==> src/rtl/silver_flit_sel.sv <==
// silver_flit_sel: registered silver-flit selector; marks one eligible (valid, non-golden) flit per cycle.
// Build option: define SILVER_ROUND_ROBIN_EN to use a round-robin pointer instead of the LFSR start index.
module silver_flit_sel #(
  parameter int         NPORTS     = 4,
  parameter int         FLIT_W     = 11,
  parameter int         GOLD_BIT   = 10,
  parameter int         SILVER_BIT = 9,
  parameter logic [7:0] LFSR_SEED  = 8'hA5,
  parameter int         CNT_W      = 16
) (
  input  logic                     clk,
  input  logic                     rst,
  input  logic                     stage_en,
  input  logic [NPORTS-1:0]        in_valid,
  input  logic [NPORTS*FLIT_W-1:0] in_flit,
  output logic [NPORTS-1:0]        out_valid,
  output logic [NPORTS*FLIT_W-1:0] out_flit,
  output logic [NPORTS-1:0]        out_sel,
  output logic [CNT_W-1:0]         silver_cnt
);

  localparam int SEL_W = $clog2(NPORTS);

  logic [NPORTS-1:0]        out_valid_q, out_valid_d;
  logic [NPORTS*FLIT_W-1:0] out_flit_q,  out_flit_d;
  logic [NPORTS-1:0]        out_sel_q,   out_sel_d;
  logic [CNT_W-1:0]         cnt_q,       cnt_d;
`ifdef SILVER_ROUND_ROBIN_EN
  logic [SEL_W-1:0]         ptr_q,       ptr_d;
`else
  logic [7:0]               lfsr_q,      lfsr_d;
`endif

  logic [NPORTS-1:0] elig_s;
  logic [SEL_W-1:0]  start_s;
  logic [SEL_W-1:0]  win_s;
  logic              grant_s;

`ifndef SILVER_ROUND_ROBIN_EN
  // 8-bit Galois LFSR, right shift, taps 8'hB8
  function automatic logic [7:0] lfsr_next(input logic [7:0] v);
    return {1'b0, v[7:1]} ^ (v[0] ? 8'hB8 : 8'h00);
  endfunction
`endif

  // Eligibility and first-eligible scan from the start index, wrapping modulo NPORTS
  always_comb begin
    logic [SEL_W-1:0] idx;
    idx     = '0;
    elig_s  = '0;
    grant_s = 1'b0;
    win_s   = '0;
`ifdef SILVER_ROUND_ROBIN_EN
    start_s = ptr_q;
`else
    start_s = lfsr_q[SEL_W-1:0];
`endif
    for (int p = 0; p < NPORTS; p++) begin
      elig_s[p] = in_valid[p] & ~in_flit[p*FLIT_W + GOLD_BIT];
    end
    for (int i = 0; i < NPORTS; i++) begin
      idx = start_s + SEL_W'(i);
      if (!grant_s && elig_s[idx]) begin
        grant_s = 1'b1;
        win_s   = idx;
      end else begin
        grant_s = grant_s;
      end
    end
  end

  // Next-state: marking, one-hot select, saturating counter and start-index state
  always_comb begin
    logic [FLIT_W-1:0] flit_v;
    flit_v      = '0;
    out_valid_d = out_valid_q;
    out_flit_d  = out_flit_q;
    out_sel_d   = out_sel_q;
    cnt_d       = cnt_q;
`ifdef SILVER_ROUND_ROBIN_EN
    ptr_d       = ptr_q;
`else
    lfsr_d      = lfsr_q;
`endif
    if (stage_en) begin
      out_valid_d = in_valid;
      // Stale silver marks are dropped on every port, including invalid ones
      for (int p = 0; p < NPORTS; p++) begin
        flit_v             = in_flit[p*FLIT_W +: FLIT_W];
        flit_v[SILVER_BIT] = grant_s && (win_s == SEL_W'(p));
        out_flit_d[p*FLIT_W +: FLIT_W] = flit_v;
      end
      if (grant_s) begin
        out_sel_d = NPORTS'(1'b1) << win_s;
      end else begin
        out_sel_d = '0;
      end
      if (grant_s && (cnt_q != {CNT_W{1'b1}})) begin
        cnt_d = cnt_q + CNT_W'(1'b1);
      end else begin
        cnt_d = cnt_q;
      end
`ifdef SILVER_ROUND_ROBIN_EN
      if (grant_s) begin
        ptr_d = win_s + SEL_W'(1'b1);
      end else begin
        ptr_d = ptr_q;
      end
`else
      lfsr_d = lfsr_next(lfsr_q);
`endif
    end else begin
      out_valid_d = out_valid_q;
      out_sel_d   = out_sel_q;
    end
  end

  // State registers with asynchronous reset; reset drops any in-flight flit
  always_ff @(posedge clk or posedge rst) begin
    if (rst) begin
      out_valid_q <= '0;
      out_flit_q  <= '0;
      out_sel_q   <= '0;
      cnt_q       <= '0;
`ifdef SILVER_ROUND_ROBIN_EN
      ptr_q       <= '0;
`else
      lfsr_q      <= LFSR_SEED;
`endif
    end else begin
      out_valid_q <= out_valid_d;
      out_flit_q  <= out_flit_d;
      out_sel_q   <= out_sel_d;
      cnt_q       <= cnt_d;
`ifdef SILVER_ROUND_ROBIN_EN
      ptr_q       <= ptr_d;
`else
      lfsr_q      <= lfsr_d;
`endif
    end
  end

  assign out_valid  = out_valid_q;
  assign out_flit   = out_flit_q;
  assign out_sel    = out_sel_q;
  assign silver_cnt = cnt_q;

endmodule

==> config.mk <==
export PLATFORM = sky130hd
export DESIGN_NAME = silver_flit_sel
export DESIGN_NICKNAME = d
export VERILOG_FILES = /design/src/rtl/silver_flit_sel.sv
export SDC_FILE = /design/constraint.sdc
export NUM_CORES = 1
export LEC_CHECK = 0
export CAP_MARGIN = 20
export CORE_MARGIN = 2
export CORE_UTILIZATION = 44
export CTS_BUF_LIST = sky130_fd_sc_hd__clkbuf_4 sky130_fd_sc_hd__clkbuf_8
export CTS_CLUSTER_SIZE = 8
export DETAILED_ROUTE_END_ITERATION = 10
export PLACE_DENSITY = 0.81
export SLEW_MARGIN = 10
export SYNTH_ARGS = -nofsm -noshare
export SYNTH_HDL_FRONTEND = slang
export SYNTH_SLANG_ARGS = --single-unit
==> constraint.sdc <==
create_clock -name clk -period 6.06 [get_ports clk]
set_input_delay 0.606 -clock clk [delete_from_list [all_inputs] [get_ports clk]]
set_output_delay 0.606 -clock clk [all_outputs]
set_load 0.02 [all_outputs]
==> impl_table.tex <==
\begin{tabular}{lr}
\hline
Metric & Value \\
\hline
\multicolumn{2}{l}{\textbf{Min path}} \\
Depth of the worst hold-timing path & 1 \\
Hold WC Path Type & reg -> reg \\
\multicolumn{2}{l}{\textbf{Layout}} \\
Fillers & 538 \\
Area delta synth->final & 47.1\% \\
Antenna Cells & 0 \\
Combined area of the multi-input logic cells & 1110 um2 \\
FF+latch area & 1810 um2 \\
Fin nets & slightly below 400 \\
Fraction of layout cells with a size suffix above 1 & 0.234 \\
Share of the core filled with cells in the final layout & 0.660 \\
\multicolumn{2}{l}{\textbf{Routing}} \\
Post-Route WL & 6410 um \\
Per-cell via count in the routed design & slightly above 5 \\
Overall via count from detail\_route & 2133 \\
Post-route antenna net violation count & 0 \\
Avg WL per Cell & about 15 um \\
DRC violation count after routing & 0 \\
1st-iter DRT viols & 83 \\
Detailed-router iteration count before antenna repair & 4 \\
\multicolumn{2}{l}{\textbf{Synth}} \\
Async set or reset register ratio after synthesis & 1.00 \\
Number of enable flip-flop cells after synthesis & 0 \\
Mean Syn Cell Area & roughly 14 um2 \\
Leading cell types by total area after synthesis & dfrtp\_1 57\%, mux2\_2 18\%, dfstp\_2 3.5\% \\
Count of state elements after synthesis & 72 \\
Most common cell in the synthesized netlist & dfrtp\_1 \\
Sequential area share after synthesis & 0.602 \\
Dominant register cell in the synthesized netlist & dfrtp\_1 \\
Syn\_nets & 274 \\
Number of cells produced by synthesis & between 200 and 250 \\
Post-synth top area cell & dfrtp\_1 \\
Share of the synthesized area in the top cell type & 0.567 \\
Post-synthesis instance area & between 3000 and 4000 um2 \\
Top cells by count, synth & 68 x dfrtp\_1, 48 x mux2\_2, 10 x a21oi\_1, 9 x nor2\_1, 9 x xnor2\_1 \\
Yosys synthesis warning count & 0 \\
Distinct cell type count after synthesis & 31 \\
\multicolumn{2}{l}{\textbf{Critical path}} \\
Worst Setup Start Kind & flip-flop \\
Buffers \& Inverters on Critical Path & 1 \\
Delay-heaviest family, CP & buffers and inverters \\
Slowest cell on the critical path & clkdlybuf4s50\_1 \\
Worst Path Required & 5.45 ns \\
Total number of cells along the worst setup path & 1 \\
Maximum cell stage delay along the critical path & 0.65 ns \\
Critical-path maximum fanout & 6 \\
Critical Setup Path Class & reg -> out \\
Nature of the critical path endpoint & primary output \\
Cell breakdown of the critical path & clkdlybuf4s50\_1 \\
Critical path origin & silver\_cnt[12]\$\_DFFE\_PP0P\_ \\
CP Data Arrival Time & about 1.4 ns \\
End of the worst register-to-register path & silver\_cnt[15]\$\_DFFE\_PP0P\_ \\
Worst setup path endpoint & silver\_cnt[12] \\
Reg-to-reg critical path startpoint & silver\_cnt[0]\$\_DFFE\_PP0P\_ \\
Reg-to-reg setup timing slack & approximately 4.3 ns \\
Register-to-Register Path Depth & 6 \\
\multicolumn{2}{l}{\textbf{Clock tree}} \\
Clock latency at the later pin of the worst-skew pair & between 0.3 and 0.4 ns \\
Number of clock buffers inserted by TritonCTS & 9 \\
Total of cells resized after clock tree synthesis & 0 \\
Count of hold-fix buffers inserted at cts & 0 \\
H-tree levels & 3 \\
Clk root buf & clkbuf\_8 \\
Setup Fix Bufs, Post-CTS & 0 \\
CTS tree & done \\
Maximum buffer depth of the clock tree & 2 \\
Clock-pin slew reported for the worst setup and hold paths after clock tree synthesis & 0.08 ns \\
Total number of clock tree sinks & 72 \\
\multicolumn{2}{l}{\textbf{Global route}} \\
Largest net degree at the start of global routing & 73 \\
Via count of the first global-routing pass & between 2000 and 2500 \\
Remaining global-route overflow & 0 \\
All-Layer GR Usage & 0.178 \\
Initial antenna violation count & 0 \\
Global-route wire length before repair & 10400 um \\
\multicolumn{2}{l}{\textbf{STA}} \\
Final number of setup-violating endpoints & 0 \\
Final hold viol count & 0 \\
Final worst path period share & 0.337 \\
Max Freq & approximately 490 MHz \\
Max Clock Skew & about 0.0098 ns \\
Minimum clock period after layout & 2.04 ns \\
Pins Over Slew Limit & 0 \\
RSZ-0062 raised after global routing & no \\
Worst Max-Slew Pin Slew & 0.904 ns \\
Worst slew margin relative to its limit & 0.397 \\
Sum of negative setup slack & 0 ns \\
\multicolumn{2}{l}{\textbf{Floorplan}} \\
Number of rows created at floorplan & 30 \\
Core Region & around 6700 um2 \\
Chip Height & 86.6 um \\
Number of ports placed on the die boundary & 119 \\
Starting Density & 0.449 \\
Die area & 7500 um2 \\
Width of the die & 86.6 um \\
\multicolumn{2}{l}{\textbf{Place}} \\
Detailed Place HPWL & 4420 um \\
Number of buffers inserted by port buffering & roughly 110 \\
Routability congestion estimate & 0.775 \\
\multicolumn{2}{l}{\textbf{Flow run}} \\
Max-cap viol count & 0 \\
\multicolumn{2}{l}{\textbf{Pwr}} \\
Power Dens Cells & 322 nW/um2 \\
Static leakage & roughly 1.8 nW \\
Max rail drop VDD & 261 uV \\
\multicolumn{2}{l}{\textbf{Run status}} \\
Outcome & finished, final reports clean \\
\hline
\end{tabular}
## stage by stage
step | hold WS, ns | cells | power (mW) | instance area (um2) | setup slack [ns]
2_1_floorplan | 0.474 | 222 | 0.834 | 3000 | 3.64
3_3_place_gp | 0.477 | 406 | 0.990 | 4190 | 3.71
3_5_place_dp | 0.490 | 406 | 1.00 | 4190 | 3.66
4_1_cts | 0.504 | 422 | 1.44 | 4410 | 4.00
5_1_grt | 0.523 | 422 | 1.50 | 4410 | 3.85
6_report | 0.498 | 422 | 1.42 | 4410 | 4.02
## kinds of logic (layout without fill, tap and decap cells)
| group | Yosys count | after routing | share of synthesized area |
|---|---|---|---|
| flops | 72 | 72 | 0.602 |
| fa+ha+maj | 1 | 1 | 0.00417 |
| simple gates | 43 | 43 | 0.0826 |
| xor+xnor | 17 | 17 | 0.0496 |
| buf+inv | 17 | 137 | 0.0284 |
| compound gates | 22 | 22 | 0.0446 |
| mux | 50 | 50 | 0.188 |
## cells in the final DEF (no fill, tap or decap), drive strengths merged, types with 3 or more instances in the layout
cell type        n
mux2            49
and4             3
xnor2            9
dfstp            4
buf              3
dfrtp           68
nor2             9
nor3             3
nand3            8
nand2            8
nor2b            5
clkbuf          10
a21oi           10
clkdlybuf4s50  113
inv              6
xor2             8
o21ai            5
## how the worst min path moves through the flow
stage          slack [ns]                       start                         end
4_1_cts              0.50       lfsr_q[5]$_DFFE_PP1P_       lfsr_q[5]$_DFFE_PP1P_
5_1_grt              0.52     out_flit[6]$_DFFE_PP0P_     out_flit[6]$_DFFE_PP0P_
3_5_place_dp         0.49   silver_cnt[8]$_DFFE_PP0P_   silver_cnt[8]$_DFFE_PP0P_
2_1_floorplan        0.47       lfsr_q[5]$_DFFE_PP1P_       lfsr_q[5]$_DFFE_PP1P_
6_report             0.50   silver_cnt[8]$_DFFE_PP0P_   silver_cnt[8]$_DFFE_PP0P_
3_3_place_gp         0.48  silver_cnt[15]$_DFFE_PP0P_  silver_cnt[15]$_DFFE_PP0P_
## per-layer routing
| metal | global-route usage | share of wire |
|---|---|---|
| met2 | 0.294 | 0.52 |
| met3 | 0.0581 | 0.062 |
| met5 | 0 | 0 |
| met1 | 0.226 | 0.41 |
| met4 | 0.0511 | 0.0081 |
## cell type report
cell class	instances	share of cell area
multi-input cells	133	0.251
clock buffers	10	0.0312
well taps	80	0.0227
inverters	5	0.00425
flip-flops and latches	72	0.409
clock inverters	6	0.0204
repair buffers	116	0.261
## sequential cells by signal, summed over array words and instances (netlist names)
| signal | cells |
|---|---|
| out_valid | 4 |
| out_flit | 44 |
| lfsr_q | 8 |
| silver_cnt | 16 |
## power by group
part	internal (mW)	switching, mW	total [mW]
Combinational	0.200	0.160	0.360
Clock	0.245	0.184	0.429
Sequential	0.565	0.0662	0.632
Note: power is estimated with default switching activity, not from simulation.
